--- src/rtl/uart_cmd_ctrl.sv ---
// uart_cmd_ctrl: parses R/G/B/? ASCII commands from UART_RX, drives LEDs and sequences the response to UART_TX
module uart_cmd_ctrl #(
    parameter int TIMEOUT_CLKS = 2500000
) (
    input  logic       i_Clock,
    input  logic       i_Rst_L,
    input  logic       i_RX_DV,
    input  logic [7:0] i_RX_Byte,
    output logic       o_TX_DV,
    output logic [7:0] o_TX_Byte,
    input  logic       i_TX_Active,
    input  logic       i_TX_Done,
    output logic       o_LED_R,
    output logic       o_LED_G,
    output logic       o_LED_B,
    output logic       o_Cmd_Err,
    output logic       o_Drop
);
    localparam int TW = $clog2(TIMEOUT_CLKS + 1);
    localparam logic [TW-1:0] T_LAST = TW'(TIMEOUT_CLKS - 1);
    localparam logic [TW-1:0] T_MAX = '1;
    localparam logic [31:0] RESP_OK = {8'h00, 8'h0A, 8'h4B, 8'h4F};
    localparam logic [31:0] RESP_ERR = {8'h00, 8'h0A, 8'h3F, 8'h45};
    typedef enum logic [1:0] {IDLE, GET_ARG, SEND, WAIT_DONE} state_t;
    state_t state, state_n;
    logic [1:0] sel, sel_n;
    logic [TW-1:0] timer, timer_n;
    logic [3:0][7:0] resp, resp_n;
    logic [2:0] len, len_n;
    logic [1:0] idx, idx_n;
    logic [2:0] led, led_n;
    logic tx_dv_n, err_n, drop_n;
    logic [7:0] tx_byte_n;
    logic is_letter, is_arg, is_eol;
    assign is_letter = i_RX_Byte == 8'h52 || i_RX_Byte == 8'h47 || i_RX_Byte == 8'h42;
    assign is_arg = i_RX_Byte == 8'h30 || i_RX_Byte == 8'h31;
    assign is_eol = i_RX_Byte == 8'h0D || i_RX_Byte == 8'h0A;
    // led holds {R,G,B} in active-low form; sel indexes it (2=R, 1=G, 0=B)
    always_comb begin
        state_n = state;
        sel_n = sel;
        timer_n = timer;
        resp_n = resp;
        len_n = len;
        idx_n = idx;
        led_n = led;
        tx_dv_n = 1'b0;
        tx_byte_n = o_TX_Byte;
        err_n = 1'b0;
        drop_n = 1'b0;
        case (state)
            IDLE: begin
                if (i_RX_DV) begin
                    idx_n = 2'd0;
                    if (is_letter) begin
                        sel_n = i_RX_Byte == 8'h52 ? 2'd2 : i_RX_Byte == 8'h47 ? 2'd1 : 2'd0;
                        timer_n = '0;
                        state_n = GET_ARG;
                    end else if (i_RX_Byte == 8'h3F) begin
                        resp_n = {8'h0A, led[0] ? 8'h30 : 8'h31, led[1] ? 8'h30 : 8'h31,
                                  led[2] ? 8'h30 : 8'h31};
                        len_n = 3'd4;
                        state_n = SEND;
                    end else if (!is_eol) begin
                        err_n = 1'b1;
                        resp_n = RESP_ERR;
                        len_n = 3'd3;
                        state_n = SEND;
                    end
                end
            end
            GET_ARG: begin
                if (i_RX_DV) begin
                    if (is_arg) led_n[sel] = ~i_RX_Byte[0];
                    err_n = !is_arg;
                    resp_n = is_arg ? RESP_OK : RESP_ERR;
                    len_n = 3'd3;
                    idx_n = 2'd0;
                    state_n = SEND;
                end else if (timer == T_LAST) begin
                    err_n = 1'b1;
                    state_n = IDLE;
                end else begin
                    timer_n = timer == T_MAX ? timer : timer + TW'(1);
                end
            end
            SEND: begin
                drop_n = i_RX_DV;
                if (!i_TX_Active) begin
                    tx_dv_n = 1'b1;
                    tx_byte_n = resp[idx];
                    state_n = WAIT_DONE;
                end
            end
            WAIT_DONE: begin
                drop_n = i_RX_DV;
                if (i_TX_Done) begin
                    idx_n = {1'b0, idx} == len - 3'd1 ? 2'd0 : idx + 2'd1;
                    state_n = {1'b0, idx} == len - 3'd1 ? IDLE : SEND;
                end
            end
            default: state_n = IDLE;
        endcase
    end
    always_ff @(posedge i_Clock or negedge i_Rst_L) begin
        if (!i_Rst_L) begin
            state <= IDLE;
            sel <= 2'd0;
            timer <= '0;
            resp <= '0;
            len <= 3'd0;
            idx <= 2'd0;
            led <= 3'b111;
            o_TX_DV <= 1'b0;
            o_TX_Byte <= 8'h00;
            o_Cmd_Err <= 1'b0;
            o_Drop <= 1'b0;
        end else begin
            state <= state_n;
            sel <= sel_n;
            timer <= timer_n;
            resp <= resp_n;
            len <= len_n;
            idx <= idx_n;
            led <= led_n;
            o_TX_DV <= tx_dv_n;
            o_TX_Byte <= tx_byte_n;
            o_Cmd_Err <= err_n;
            o_Drop <= drop_n;
        end
    end
    assign o_LED_R = led[2];
    assign o_LED_G = led[1];
    assign o_LED_B = led[0];
endmodule

--- config.mk ---
export PLATFORM = sky130hd
export DESIGN_NAME = uart_cmd_ctrl
export DESIGN_NICKNAME = d
export VERILOG_FILES = /design/src/rtl/uart_cmd_ctrl.sv
export SDC_FILE = /design/constraint.sdc
export NUM_CORES = 1
export LEC_CHECK = 0
export CAP_MARGIN = 10
export CELL_PAD_IN_SITES_DETAIL_PLACEMENT = 1
export CELL_PAD_IN_SITES_GLOBAL_PLACEMENT = 1
export CORE_ASPECT_RATIO = 0.5
export CORE_MARGIN = 1
export CORE_UTILIZATION = 53
export CTS_CLUSTER_DIAMETER = 60
export DETAILED_ROUTE_END_ITERATION = 10
export DONT_BUFFER_PORTS = 1
export PLACE_DENSITY = 0.91
export RECOVER_POWER = 50
export SLEW_MARGIN = 5
export SYNTH_ARGS = -nofsm -noshare
export SYNTH_HDL_FRONTEND = slang
export SYNTH_SLANG_ARGS = --single-unit
--- constraint.sdc ---
create_clock -name i_Clock -period 3.2 [get_ports i_Clock]
set_input_delay 0 -clock i_Clock [delete_from_list [all_inputs] [get_ports i_Clock]]
set_output_delay 0 -clock i_Clock [all_outputs]
set_load 0.005 [all_outputs]
==> report_table.html <==
<table>
<tr><th>Metric</th><th>Value</th></tr>
<tr><th colspan="2">GRT</th></tr>
<tr><td>First-pass GRT wire length</td><td>14.2 mm</td></tr>
<tr><td>Initial antenna violation count</td><td>0</td></tr>
<tr><td>Total grt overflow</td><td>0</td></tr>
<tr><td>Pin count of the biggest net entering global routing</td><td>48</td></tr>
<tr><td>Vias in the first global route</td><td>2689</td></tr>
<tr><td>Total GRT Usage</td><td>between 30% and 40%</td></tr>
<tr><th colspan="2">STA</th></tr>
<tr><td>Setup repair after global routing missed its margin</td><td>false</td></tr>
<tr><td>Worst Tran Pin Value</td><td>0.756 ns</td></tr>
<tr><td>Final setup violation count</td><td>0</td></tr>
<tr><td>Number of hold violations in the final report</td><td>0</td></tr>
<tr><td>Total negative setup slack</td><td>0 ns</td></tr>
<tr><td>Worst Setup Slack, final</td><td>0.502 ns</td></tr>
<tr><td>Worst relative slew slack</td><td>49.2%</td></tr>
<tr><td>Final Max Slew Viols</td><td>0</td></tr>
<tr><td>Post-Route Skew</td><td>0.0250 ns</td></tr>
<tr><td>Achievable clock frequency</td><td>371 MHz</td></tr>
<tr><td>Final worst path period need</td><td>2.70 ns</td></tr>
<tr><td>Final clock period utilization by the worst path</td><td>~84%</td></tr>
<tr><td>Final hold slack</td><td>0.0130 ns</td></tr>
<tr><th colspan="2">Hold path</th></tr>
<tr><td>Startpoint of the tightest hold check path</td><td>i_RX_Byte[6]</td></tr>
<tr><td>Worst hold path stage count</td><td>3</td></tr>
<tr><td>Hold EP</td><td>len[1]</td></tr>
<tr><td>Kind of path behind the tightest hold check</td><td>in2reg</td></tr>
<tr><th colspan="2">Synthesis</th></tr>
<tr><td>Average instance area after synthesis</td><td>9.40 um^2</td></tr>
<tr><td>Post-synthesis instance area</td><td>2790 um^2</td></tr>
<tr><td>Flops &amp; latches, synth</td><td>47</td></tr>
<tr><td>Area leader, netlist</td><td>dfrtp_1</td></tr>
<tr><td>Synth top area cells</td><td>dfrtp_1 39%, nand2_1 4.0%, mux2_4 3.2%</td></tr>
<tr><td>Most numerous cell types in the synthesized netlist</td><td>44 x dfrtp_1, 30 x nand2_1, 18 x nor2_1</td></tr>
<tr><td>Most numerous cell in the Yosys netlist</td><td>dfrtp_1</td></tr>
<tr><td>Area share of the largest cell type after synthesis</td><td>39.4%</td></tr>
<tr><td>Primary flip-flop cell chosen by synthesis mapping</td><td>dfrtp_1</td></tr>
<tr><td>Part of the Yosys area used for sequential elements</td><td>42.3%</td></tr>
<tr><td>Number of flops mapped to enable cells by yosys</td><td>0</td></tr>
<tr><td>Fraction of synthesis flops using an asynchronous set or reset pin</td><td>100%</td></tr>
<tr><td>Distinct cell type count of the synthesized netlist</td><td>58</td></tr>
<tr><td>Cells after Synth</td><td>297</td></tr>
<tr><td>Ys Warns</td><td>0</td></tr>
<tr><td>Net Count, Synth</td><td>311</td></tr>
<tr><th colspan="2">Floorplan</th></tr>
<tr><td>Die Width</td><td>between 100 and 150 um</td></tr>
<tr><td>Floorplan Core Area</td><td>~5000 um^2</td></tr>
<tr><td>Effective utilization at floorplan</td><td>55.8%</td></tr>
<tr><td>Height of the chip</td><td>53.3 um</td></tr>
<tr><td>Number of placement rows</td><td>18</td></tr>
<tr><td>Top Ports</td><td>27</td></tr>
<tr><td>Overall die area</td><td>5580 um^2</td></tr>
<tr><th colspan="2">Critical path</th></tr>
<tr><td>WP data arrival</td><td>2.90 ns</td></tr>
<tr><td>Largest driver fanout on the critical path</td><td>14</td></tr>
<tr><td>Register-to-register setup slack</td><td>approximately 0.50 ns</td></tr>
<tr><td>Reg-to-reg critical path startpoint</td><td>state[0]</td></tr>
<tr><td>Required arrival time at the worst endpoint</td><td>between 3 and 4 ns</td></tr>
<tr><td>Nature of the critical path endpoint</td><td>flip-flop</td></tr>
<tr><td>Startpoint-to-endpoint class of the critical path</td><td>reg2reg</td></tr>
<tr><td>Startpoint types</td><td>flip-flop</td></tr>
<tr><td>Depth of the most critical reg-to-reg path</td><td>6</td></tr>
<tr><td>Critical R2R Capture</td><td>sel[1]</td></tr>
<tr><th colspan="2">Pwr</th></tr>
<tr><td>Switching power</td><td>roughly 0.00067 W</td></tr>
<tr><td>Clock Power Share</td><td>about a quarter</td></tr>
<tr><td>Power per cell area</td><td>598 nW/um^2</td></tr>
<tr><td>Static power due to leakage</td><td>1.17 nW</td></tr>
<tr><td>Internal Dissipation</td><td>0.00116 W</td></tr>
<tr><td>Peak supply drop</td><td>about 0.38 mV</td></tr>
<tr><td>Fraction of power spent switching nets</td><td>36.6%</td></tr>
<tr><td>Fraction of power consumed by sequential logic</td><td>48.9%</td></tr>
<tr><td>Gate power share</td><td>25.1%</td></tr>
<tr><th colspan="2">Drt</th></tr>
<tr><td>DRC violations left</td><td>0</td></tr>
<tr><td>Post-detailed-route count of antenna-violating nets</td><td>0</td></tr>
<tr><td>Iteration-0 DRC count of the detailed router</td><td>between 200 and 250</td></tr>
<tr><td>Vias per std cell</td><td>between 6 and 7</td></tr>
<tr><td>Drt pass-1 iters</td><td>5</td></tr>
<tr><td>Routed Wire Length</td><td>roughly 8.7 mm</td></tr>
<tr><td>Wire length per cell</td><td>roughly 23 um</td></tr>
<tr><td>Vias after detailed routing</td><td>2581</td></tr>
<tr><th colspan="2">Placed design</th></tr>
<tr><td>DP Worst Slack</td><td>0.862 ns</td></tr>
<tr><td>I/O Buffers</td><td>0</td></tr>
<tr><td>Detailed-placement wirelength estimate</td><td>between 4 and 5 mm</td></tr>
<tr><td>Routability-driven placement congestion ratio</td><td>about 0.91</td></tr>
<tr><td># placed instances</td><td>355</td></tr>
<tr><th colspan="2">Clocking</th></tr>
<tr><td>H-tree depth reported by CTS</td><td>2</td></tr>
<tr><td>Cts bufs inserted</td><td>5</td></tr>
<tr><td>Deepest clock path buffer count</td><td>2</td></tr>
<tr><td>Clock edge transition at the registers on the reported setup and hold paths</td><td>between 0.1 and 0.15 ns</td></tr>
<tr><td>Clock latency reported for the late side of the worst-skew pair</td><td>0.32 ns</td></tr>
<tr><td>Total number of clock tree sinks</td><td>between 40 and 50</td></tr>
<tr><td>Clock tree from TritonCTS</td><td>done</td></tr>
<tr><td>Clock tree root buffer cell</td><td>clkbuf_8</td></tr>
<tr><td>Post CTS Setup Buffer Count</td><td>0</td></tr>
<tr><th colspan="2">Run</th></tr>
<tr><td>Max-cap violations</td><td>0</td></tr>
<tr><th colspan="2">Final layout</th></tr>
<tr><td>Net count of the finished layout</td><td>317</td></tr>
<tr><td>Share of final-layout standard cells stronger than drive strength 1</td><td>12.8%</td></tr>
<tr><td>Count of inserted antenna diode cells</td><td>0</td></tr>
<tr><td>Number of non-filler instances in the completed layout</td><td>374</td></tr>
<tr><td>Number of fill cells in the layout</td><td>584</td></tr>
<tr><td>P&amp;R area growth vs syn</td><td>9.23%</td></tr>
<tr><th colspan="2">Outcome</th></tr>
<tr><td>Result of the run</td><td>completed</td></tr>
</table>
what timing repair did:
item | 4_1_cts | 5_1_grt
hold buffers | 11 | 0
endpoints found under the hold margin | 55 | 0
resized for setup | 0 | 0
registers in the layout (all words and copies together), names as in the netlist:
name,count
o_TX_Byte,5
len,1
idx,2
led,3
resp,7
sel,2
o_Cmd_Err,1
state,2
o_TX_DV,1
o_Drop,1
timer,22
metal layers:
layer  track usage (%)  wire length, um  up-vias
li1                  -                -     1122
met1              39.2             3610     1287
met2              60.8             4260      132
met3              8.37              547       40
met4              14.1              325        0
met5                 0                0        -
layout by cell type, fill, tap and decap left out, types with 2 or more instances in the layout:
cell type | Yosys | routed
mux2_4 | 6 | 6
a31oi_2 | 6 | 6
nor4_1 | 5 | 5
nor3b_1 | 3 | 3
and4_1 | 3 | 3
nand3b_1 | 4 | 4
buf_4 | 3 | 4
o21ai_0 | 16 | 16
o31ai_1 | 7 | 7
nor2_1 | 18 | 18
a21o_1 | 3 | 3
a21oi_1 | 10 | 10
a221oi_1 | 2 | 2
o311ai_1 | 5 | 5
nor2b_1 | 6 | 6
and3_1 | 5 | 5
mux2_2 | 3 | 3
o21a_1 | 3 | 3
dfstp_2 | 3 | 3
a211oi_1 | 4 | 4
nand2b_1 | 4 | 4
dlygate4sd3_1 | 0 | 10
inv_1 | 14 | 14
a41oi_1 | 2 | 2
o21ai_1 | 5 | 5
nand3_1 | 12 | 12
nand2_1 | 30 | 30
dfrtp_1 | 44 | 44
o31a_1 | 2 | 2
clkbuf_8 | 0 | 5
a31oi_1 | 14 | 14
nand4_1 | 8 | 8
mux2i_1 | 4 | 4
nor3_1 | 5 | 5
and2_1 | 3 | 3
worst max-delay path by stage:
stage             start  depth (start not counted)        end
5_1_grt        state[0]                          6     sel[1]
6_report       state[0]                          6     sel[1]
3_5_place_dp   timer[0]                          7   timer[1]
3_3_place_gp   timer[5]                          6   timer[1]
2_1_floorplan  timer[5]                          7  timer[12]
4_1_cts        state[0]                          6     sel[1]
cells by family after synthesis:
group	synth area share, %
buffers and inverters	5.56
DFF	42.3
AOI/OAI and AO/OA	22.2
and+or+nand+nor	23.5
muxes	5.87
adders and majority gates	0.448
other	0.134
area by class of cell:
type                    count  area (um^2)  area share, %
clock buffers               5         68.8           2.26
repair buffers             15          158           5.17
well taps                  70         87.6           2.87
multi-input cells         220         1460           47.8
inverters                  14         52.6           1.72
clock inverters             3         46.3           1.52
flip-flops and latches     47         1180           38.7
power by group through the flow:
| stage | Sequential, W | Clock (W) | Combinational [W] |
|---|---|---|---|
| after detailed placement | 0.000895 | 0 | 0.000415 |
| final | 0.000891 | 0.000474 | 0.000457 |
| after CTS | 0.000883 | 0.000467 | 0.000443 |
| after floorplan | 0.000818 | 0 | 0.000395 |
| after global routing | 0.000912 | 0.000493 | 0.000509 |
| after global placement | 0.000882 | 0 | 0.000380 |
worst max-delay path, cell delays in order (launching register included):
cell	delay, ns
dfrtp_1	0.54
nor3b_1	0.34
or4b_1	0.57
nor2_1	0.19
o21ai_0	0.14
a22o_1	0.25
dlygate4sd3_1	0.55
through the flow:
step / power, W / utilization, % / cell area, um^2
floorplan: 0.00121 / - / 2790
global placement: 0.00126 / 56.1 / 2810
detailed placement: 0.00131 / 56.1 / 2810
CTS: 0.00179 / 61.0 / 3050
global route: 0.00191 / 61.0 / 3050
finish: 0.00182 / 61.0 / 3050
(Power assumes the default switching activity.)
